## config.mk

```make
export PLATFORM = sky130hd
export DESIGN_NAME = pipe_ctrl_flat
export DESIGN_NICKNAME = d
export VERILOG_FILES = /design/src/rtl/pipe_ctrl_if.sv /design/src/rtl/pipe_ctrl.sv /design/src/flat_wrapper.sv
export SDC_FILE = /design/constraint.sdc
export NUM_CORES = 1
export LEC_CHECK = 0
export CAP_MARGIN = 10
export CELL_PAD_IN_SITES_DETAIL_PLACEMENT = 0
export CELL_PAD_IN_SITES_GLOBAL_PLACEMENT = 1
export CORE_MARGIN = 5
export CORE_UTILIZATION = 29
export DETAILED_ROUTE_END_ITERATION = 8
export HOLD_SLACK_MARGIN = 0.03
export MAX_ROUTING_LAYER = met4
export PLACE_DENSITY = 0.78
export SYNTH_ARGS = -nofsm -noshare
export SYNTH_HDL_FRONTEND = slang
export SYNTH_SLANG_ARGS = --single-unit
export TNS_END_PERCENT = 100
```

## constraint.sdc

```tcl
create_clock -name clk -period 2.6 [get_ports clk]
set_clock_uncertainty 0.1 [all_clocks]
set_input_delay 0.65 -clock clk [delete_from_list [all_inputs] [get_ports clk]]
set_output_delay 0.65 -clock clk [all_outputs]
set_load 0.02 [all_outputs]
```

## src/rtl/pipe_ctrl_if.sv

```systemverilog
// Stall/flush bundle between the pipeline stages and pipe_ctrl.
// The stages drive the master side; pipe_ctrl is the slave.
interface pipe_ctrl_if;
    logic        stallreq_from_id;
    logic        stallreq_from_ex;
    logic        stallreq_from_mem;
    logic [31:0] excepttype_i;
    logic [31:0] cp0_epc_i;
    logic [5:0]  stall;
    logic        flush;
    logic [31:0] new_pc;
    logic [31:0] stall_cycles_o;
    logic        stall_timeout_o;

    modport master (
        output stallreq_from_id, stallreq_from_ex, stallreq_from_mem,
        output excepttype_i, cp0_epc_i,
        input  stall, flush, new_pc, stall_cycles_o, stall_timeout_o
    );

    modport slave (
        input  stallreq_from_id, stallreq_from_ex, stallreq_from_mem,
        input  excepttype_i, cp0_epc_i,
        output stall, flush, new_pc, stall_cycles_o, stall_timeout_o
    );
endinterface

```

## src/rtl/pipe_ctrl.sv

```systemverilog
// Pipeline control: merges stage stall requests, sequences exception/eret flushes.
// Optional stall watchdog enabled by defining STALL_WDT_EN.
module pipe_ctrl #(
    parameter int unsigned FLUSH_CYCLES = 1,
    parameter logic [31:0] EXC_VECTOR   = 32'h00000040,
    parameter logic [31:0] INT_VECTOR   = 32'h00000020,
    parameter int unsigned WDT_LIMIT    = 1024
) (
    input  logic       clk,
    input  logic       rst,
    pipe_ctrl_if.slave bus
);
    typedef enum logic {S_RUN, S_FLUSH} state_t;

    if (FLUSH_CYCLES < 1 || FLUSH_CYCLES > 15 || WDT_LIMIT < 1 || WDT_LIMIT > 65535) begin : g_bad_param
        $error("pipe_ctrl: illegal FLUSH_CYCLES or WDT_LIMIT");
    end

    state_t      r_state;
    logic [3:0]  r_flush_cnt;
    logic [31:0] r_new_pc;
    logic [31:0] r_stall_cycles;

    logic        w_run;
    logic        w_exc;
    logic        w_in_flush;
    logic        w_flush;
    logic [5:0]  w_stall;
    logic [31:0] w_exc_pc;

    // Outputs are gated by rst so an asserted reset forces the idle values at once.
    assign w_run      = rst && (r_state == S_RUN);
    assign w_in_flush = rst && (r_state == S_FLUSH);
    assign w_exc      = w_run && (|bus.excepttype_i);
    assign w_flush    = w_exc || w_in_flush;

    always_comb begin
        w_stall = 6'b000000;
        if (w_run && !w_exc) begin
            if (bus.stallreq_from_mem)     w_stall = 6'b011111;
            else if (bus.stallreq_from_ex) w_stall = 6'b001111;
            else if (bus.stallreq_from_id) w_stall = 6'b000111;
        end
    end

    always_comb begin
        w_exc_pc = EXC_VECTOR;
        case (bus.excepttype_i)
            32'h0000_0001: w_exc_pc = INT_VECTOR;
            32'h0000_000e: w_exc_pc = bus.cp0_epc_i;
            32'h0000_0008, 32'h0000_000a,
            32'h0000_000c, 32'h0000_000d: w_exc_pc = EXC_VECTOR;
            default:       w_exc_pc = EXC_VECTOR;
        endcase
    end

    always_ff @(posedge clk or negedge rst) begin
        if (!rst) begin
            r_state     <= S_RUN;
            r_flush_cnt <= 4'd0;
            r_new_pc    <= 32'd0;
        end else begin
            case (r_state)
                S_RUN: begin
                    if (w_exc) begin
                        r_new_pc <= w_exc_pc;
                        if (FLUSH_CYCLES > 1) begin
                            r_state     <= S_FLUSH;
                            r_flush_cnt <= 4'(FLUSH_CYCLES - 1);
                        end
                    end
                end
                S_FLUSH: begin
                    // The cycle that raised the exception already counted as one flush cycle.
                    if (r_flush_cnt == 4'd1) r_state <= S_RUN;
                    r_flush_cnt <= r_flush_cnt - 4'd1;
                end
                default: r_state <= S_RUN;
            endcase
        end
    end

    always_ff @(posedge clk or negedge rst) begin
        if (!rst)           r_stall_cycles <= 32'd0;
        else if (|w_stall)  r_stall_cycles <= r_stall_cycles + 32'd1;
    end

    assign bus.stall          = w_stall;
    assign bus.flush          = w_flush;
    assign bus.new_pc         = w_exc ? w_exc_pc : (w_in_flush ? r_new_pc : 32'd0);
    assign bus.stall_cycles_o = r_stall_cycles;

`ifdef STALL_WDT_EN
    localparam logic [15:0] LP_WDT_LIMIT = 16'(WDT_LIMIT);

    logic [15:0] r_wdt_cnt;
    logic        r_timeout;

    // Counter saturates at the limit; the flag is sticky until reset.
    always_ff @(posedge clk or negedge rst) begin
        if (!rst) begin
            r_wdt_cnt <= 16'd0;
            r_timeout <= 1'b0;
        end else if (!(|w_stall) || w_flush) begin
            r_wdt_cnt <= 16'd0;
        end else if (r_wdt_cnt != LP_WDT_LIMIT) begin
            r_wdt_cnt <= r_wdt_cnt + 16'd1;
            if (r_wdt_cnt == LP_WDT_LIMIT - 16'd1) r_timeout <= 1'b1;
        end
    end

    assign bus.stall_timeout_o = r_timeout;
`else
    assign bus.stall_timeout_o = 1'b0;
`endif
endmodule

```

## src/flat_wrapper.sv

```systemverilog
// flat-port wrapper written by rule: the top's interface ports become plain ports
module pipe_ctrl_flat 
#(
    parameter int unsigned FLUSH_CYCLES = 1,
    parameter logic [31:0] EXC_VECTOR   = 32'h00000040,
    parameter logic [31:0] INT_VECTOR   = 32'h00000020,
    parameter int unsigned WDT_LIMIT    = 1024
)
  (clk, rst, bus_stallreq_from_id, bus_stallreq_from_ex, bus_stallreq_from_mem, bus_excepttype_i, bus_cp0_epc_i, bus_stall, bus_flush, bus_new_pc, bus_stall_cycles_o, bus_stall_timeout_o);
  pipe_ctrl_if bus_i ();
  input  logic clk;
  input  logic rst;
  input wire logic [$bits(bus_i.stallreq_from_id)-1:0] bus_stallreq_from_id;
  input wire logic [$bits(bus_i.stallreq_from_ex)-1:0] bus_stallreq_from_ex;
  input wire logic [$bits(bus_i.stallreq_from_mem)-1:0] bus_stallreq_from_mem;
  input wire logic [$bits(bus_i.excepttype_i)-1:0] bus_excepttype_i;
  input wire logic [$bits(bus_i.cp0_epc_i)-1:0] bus_cp0_epc_i;
  output wire logic [$bits(bus_i.stall)-1:0] bus_stall;
  output wire logic [$bits(bus_i.flush)-1:0] bus_flush;
  output wire logic [$bits(bus_i.new_pc)-1:0] bus_new_pc;
  output wire logic [$bits(bus_i.stall_cycles_o)-1:0] bus_stall_cycles_o;
  output wire logic [$bits(bus_i.stall_timeout_o)-1:0] bus_stall_timeout_o;
  assign bus_i.stallreq_from_id = bus_stallreq_from_id;
  assign bus_i.stallreq_from_ex = bus_stallreq_from_ex;
  assign bus_i.stallreq_from_mem = bus_stallreq_from_mem;
  assign bus_i.excepttype_i = bus_excepttype_i;
  assign bus_i.cp0_epc_i = bus_cp0_epc_i;
  assign bus_stall = bus_i.stall;
  assign bus_flush = bus_i.flush;
  assign bus_new_pc = bus_i.new_pc;
  assign bus_stall_cycles_o = bus_i.stall_cycles_o;
  assign bus_stall_timeout_o = bus_i.stall_timeout_o;
  pipe_ctrl #(.FLUSH_CYCLES(FLUSH_CYCLES), .EXC_VECTOR(EXC_VECTOR), .INT_VECTOR(INT_VECTOR), .WDT_LIMIT(WDT_LIMIT)) u_core (.clk(clk), .rst(rst), .bus(bus_i));
endmodule
```

---- After elaboration in Yosys (flattened, before gate mapping) ----
Cells that the tools add are included.
cells by class
  add/subtract/negate cells ............... 2
  equality and inequality tests ........... 3
  muxes and demuxes ....................... 9
  bitwise operators ....................... 1
  reductions and logical operators ........ 9
operator list
  cell                                                                number
  32-bit 2-to-1 mux                                                   2
  32-bit case mux with 2 select lines                                 1
  32-bit by 1-bit adder with 32-bit output, second input constant     1
  32-bit by 1-bit == test with 1-bit output, second input constant    1
  32-bit by 4-bit == test with 1-bit output, second input constant    1
  32-bit OR reduction                                                 1
  6-bit 2-to-1 mux                                                    3
  6-bit OR reduction                                                  1
  4-bit by 1-bit == test with 1-bit output, second input constant     1
  1-bit logical AND                                                   4
  4-bit by 1-bit subtractor with 4-bit output, second input constant  1
  3-bit 2-to-1 mux                                                    1
  1-bit 2-to-1 mux                                                    2
  2-bit AND reduction                                                 1
  1-bit logical NOT                                                   1
  1-bit logical OR                                                    1
  1-bit inverter                                                      1
word-level totals
  flip-flop bits (word level) ............. 69
  input port bits ......................... 69
  output and inout bits ................... 72
  logic and storage cells ................. 28

---- Longest topological paths before layout ----
  word-level depth ........................ 7
  gate-level depth with buffers ........... 7
  gate-level depth less buffers ........... 5

---- Least setup slack after synthesis ----
OpenSTA, ideal clock, no wires.
  kind .................................... input port to output port
  start ................................... in bus_excepttype_i[14]
  end ..................................... out bus_stall[1]
  data arrival time ....................... 2209 ps
  data required time ...................... 1850 ps
  path slack .............................. -359 ps
  stages on the path ...................... 4
  path buffers ............................ 1
  path through ............................ nor4_2 > nand4_2 > nor4b_4 > buf_4
on the way
  word-level cells in the longest chain between the ends .. 5
ends and longest elaborated chain
  element              RTL line            RTL
  start: declaration   flat_wrapper.sv:16  input wire logic [$bits(bus_i.excepttype_i)-1:0] bus_excepttype_i;
  32-bit OR reduction  pipe_ctrl.sv:34     assign w_exc = w_run && (|bus.excepttype_i);
  1-bit logical AND    pipe_ctrl.sv:34
  1-bit logical NOT    pipe_ctrl.sv:39     if (w_run && !w_exc) begin
  1-bit logical AND    pipe_ctrl.sv:39
  6-bit 2-to-1 mux     pipe_ctrl.sv:39
  end: declaration     flat_wrapper.sv:18  output wire logic [$bits(bus_i.stall)-1:0] bus_stall;
Every way passes these cells.

---- Worst setup path after layout ----
  start ................................... in bus_excepttype_i[20]
  end ..................................... out bus_new_pc[10]
on the way
  word-level cells in the longest chain between the ends .. 3
ends and longest elaborated chain
  element                                                                          RTL line                          RTL
  32-bit by 4-bit == test with 1-bit output (tied with other cells)                pipe_ctrl.sv:48                   case (bus.excepttype_i)
  32-bit case mux with 2 select lines / 1-bit logical AND (equally long branches)  pipe_ctrl.sv:48, pipe_ctrl.sv:34
  32-bit 2-to-1 mux (*)                                                            pipe_ctrl.sv:90                   assign bus.new_pc = w_exc ? w_exc_pc : (w_in_flush ? r_new_pc : 32'd0);
  end: declaration                                                                 flat_wrapper.sv:20                output wire logic [$bits(bus_i.new_pc)-1:0] bus_new_pc;
Every way passes the cells marked *; elsewhere a longest branch is shown, timed or not.

==> results.md <==
- First-pass GRT wire length: roughly 19000 um
- Clk Latency, worst-skew pair: about 0.33 ns
- Remaining global-route overflow: 0
- Worst r2r dst: u_core.bus.stall_cycles_o[27]
- Final core occ: 55.32%
- Final #Nets: approximately 560
- Die Y: 117.5 um
- Initial Util: 29.47%
- Most frequent CP cell: buf_6
- Drt via density: between 5 and 6
- Yosys top cell by area: dfrtp_1
- # fillers: approximately 1000
- Status: finished with violations
- Worst setup margin: -0.3397 ns
- Failing checks: setup timing
- Final Hold Viols: 0
- Routed WL: approximately 12000 um
- Number of buffers added on ports: around 140
- Leak: 2.918 nW
- Unrepaired setup endpoints after global routing: true
- Min Tclk post-route: between 2 and 3 ns
- Worst-path fanout max: 6
- RR Startpoint: u_core.r_state
- CP startpoint kind: input pin
- Placed Area: ~5600 sq um
- Pre-CTS setup slack: -1.253 ns
- Max-cap violations: 0
- Die X: about 120 um
- CP Class: in2out
- Commonest non-fill, non-tap cell in the layout: dfrtp_1
- Final setup viols: 38
- Wirelength per Cell: roughly 18 um
- Yosys warns: 0
- Max Clk Rate: between 300 and 400 MHz
- Core Region: ~11000 sq um
- Final cell count without fillers: 632
- Max stage delay on crit path: 0.30 ns
- CP top delay family: simple AND/OR/NAND/NOR gates
- DIE AREA: around 14000 sq um
- Pre-Repair DR Iteration Count: 4
- Max stage delay cell, worst path: nor4_4
- CTS root buf: clkbuf_16
- Vias in the first global route: 3576
- Post-route ant nets: 0
- Max-slew violation count: 0
- Setup TNS: -11.62 ns
- Design area: 6290 sq um
- Num CTS Buffers: 9
- Post-synthesis average cell area: approximately 12 sq um
- Vias: 3191
- CP Data Required Time: around 1.9 ns
- Critical Path Sink Type: output port
- Largest net degree at the start of global routing: 44
- DP Wirelength: 8048 um
- Hold Buf Count CTS: 0
- Synthesized flop and latch total: 69
- Initial antenna violation count: 0
- CP Cell Sequence: buf_6, nor4_4, nand3_2, nor4_4, buf_6, buf_12, buf_12, a22o_4, buf_6
- Max clock buf depth: 2
- Yosys top cell area share: around half
- Synth Cell Area: between 3000 and 4000 sq um
- Hold Path Class: in2async
- Peak supply drop: approximately 0.32 mV
- Layout cells sized above 1: a little over two fifths
- Register area share after synthesis: 51.53%
- Critical path arrival: around 2.2 ns
- Top cells by area, synth: dfrtp_1, a22o_1, xnor2_1
- Layout area overhead: 87.71%
- CTS tree: yes
- R2R setup slack: between 0.4 and 0.5 ns
- Tcrit/Tclk final: 113.1%
- H-Tree Depth: 3
- R2R depth: 9
- # DRC: 0
- Overall power: roughly 2.7 mW
- Multi-input gate area: approximately 1900 sq um
- Post-synthesis instance total: 284
- CTS clk-pin slew, worst paths: 0.05 ns
- Cells after DPL: 590
- Placer Congestion: between 0.7 and 0.8
- Clk sink count: a little under 70
- I/O pins: 141
- Rel. slew slack: 62.23%
- Most frequent cells in the layout: dfrtp_1, clkdlybuf4s50_1, buf_6
- Synth unique cells: 36
- Worst slew pin tran: approximately 0.57 ns
- DR iter-0 viols: 134
- WP buf/inv: 5
- Core Rows: 39
- Pwr dens: approximately 430 nW/um^2
- Hold Slack: between 0.3 and 0.4 ns
- Flip-flop and latch area: 1727 sq um
- GRT Resource Usage Total: between 10% and 20%
- Ant diodes: 0
logic make-up (layout without fill, tap and decap cells):
group | count (synthesis) | after routing | share of synthesized area (%)
DFF | 69 | 69 | 51.53
and+or+nand+nor | 83 | 83 | 16.80
xor gates and xnor gates | 34 | 34 | 8.887
buffers and inverters | 24 | 228 | 3.585
AOI/OAI and AO/OA | 69 | 69 | 17.62
other | 1 | 2 | 0.1119
adders and majority gates | 3 | 3 | 1.120
muxes | 1 | 1 | 0.3360
worst max-delay path by stage:
stage	startpoint	end	slack (ns)	cells past startpoint
global placement	bus_excepttype_i[23]	bus_new_pc[27]	-1.18	7
detailed placement	bus_excepttype_i[23]	bus_new_pc[19]	-1.25	7
CTS	bus_excepttype_i[10]	bus_new_pc[10]	-0.34	9
global route	bus_excepttype_i[20]	bus_new_pc[28]	-0.41	9
floorplan	bus_excepttype_i[1]	bus_stall[1]	-0.29	4
finish	bus_excepttype_i[20]	bus_new_pc[10]	-0.34	9
cell type report:
cell class | instances | share of cell area, %
clock buffer | 10 | 3.640
clock inverter | 6 | 1.770
inverter | 3 | 0.1790
multi-input combinational | 192 | 30.26
sequential | 69 | 27.45
tap | 143 | 2.845
timing repair buffer | 209 | 33.86
power by group:
part	switching [mW]	internal, mW	total [mW]
sequential	0.000583	1.08	1.08
clock	0.470	0.937	1.41
combinational	0.0958	0.122	0.218
cells in the mapped netlist:
library cell  instances
dfrtp_1              69
a22o_1               60
xnor2_1              30
nand2_1              16
nand4_1              15
and3_1               10
buf_2                 9
nand3_1               9
clkbuf_1              7
nor4_2                6
buf_4                 5
and4_1                4
nor2_1                4
nor4_1                4
xor2_1                4
ha_1                  3
inv_1                 3
a21o_1                2
a21oi_1               2
and2_1                2
nand2b_1              2
nand4b_1              2
nor3_1                2
o21ai_0               2
a21boi_0              1
conb_1                1
mux2_1                1
nand4_2               1
nor2b_1               1
nor4_4                1
nor4b_1               1
nor4b_2               1
nor4b_4               1
o211a_1               1
o31ai_2               1
or4_4                 1
registers in the layout, indices dropped and copies added, names as in the netlist:
name                       cells
u_core.r_flush_cnt             4
u_core.r_new_pc               32
u_core.bus.stall_cycles_o     32
u_core.r_state                 1
repair_timing:
action                                  CTS  global route
gates resized for setup                 362            20
setup buffers                            21             4
pin swaps                                23            14
gates cloned                              6             0
endpoints found under the setup margin   42            63
tightest hold or removal path, delay by kind of cell:
| kind | cells | cell delay, ns |
|---|---|---|
| buffers and inverters | 3 | 0.53 |
routing by layer:
metal	GRT usage, %	share of wire (%)
met3	3.508	3.8
met4	6.810	3.2
met1	21.22	42
met2	28.82	51
met5	-	0
No activity file was read; power rests on OpenSTA's default activity.
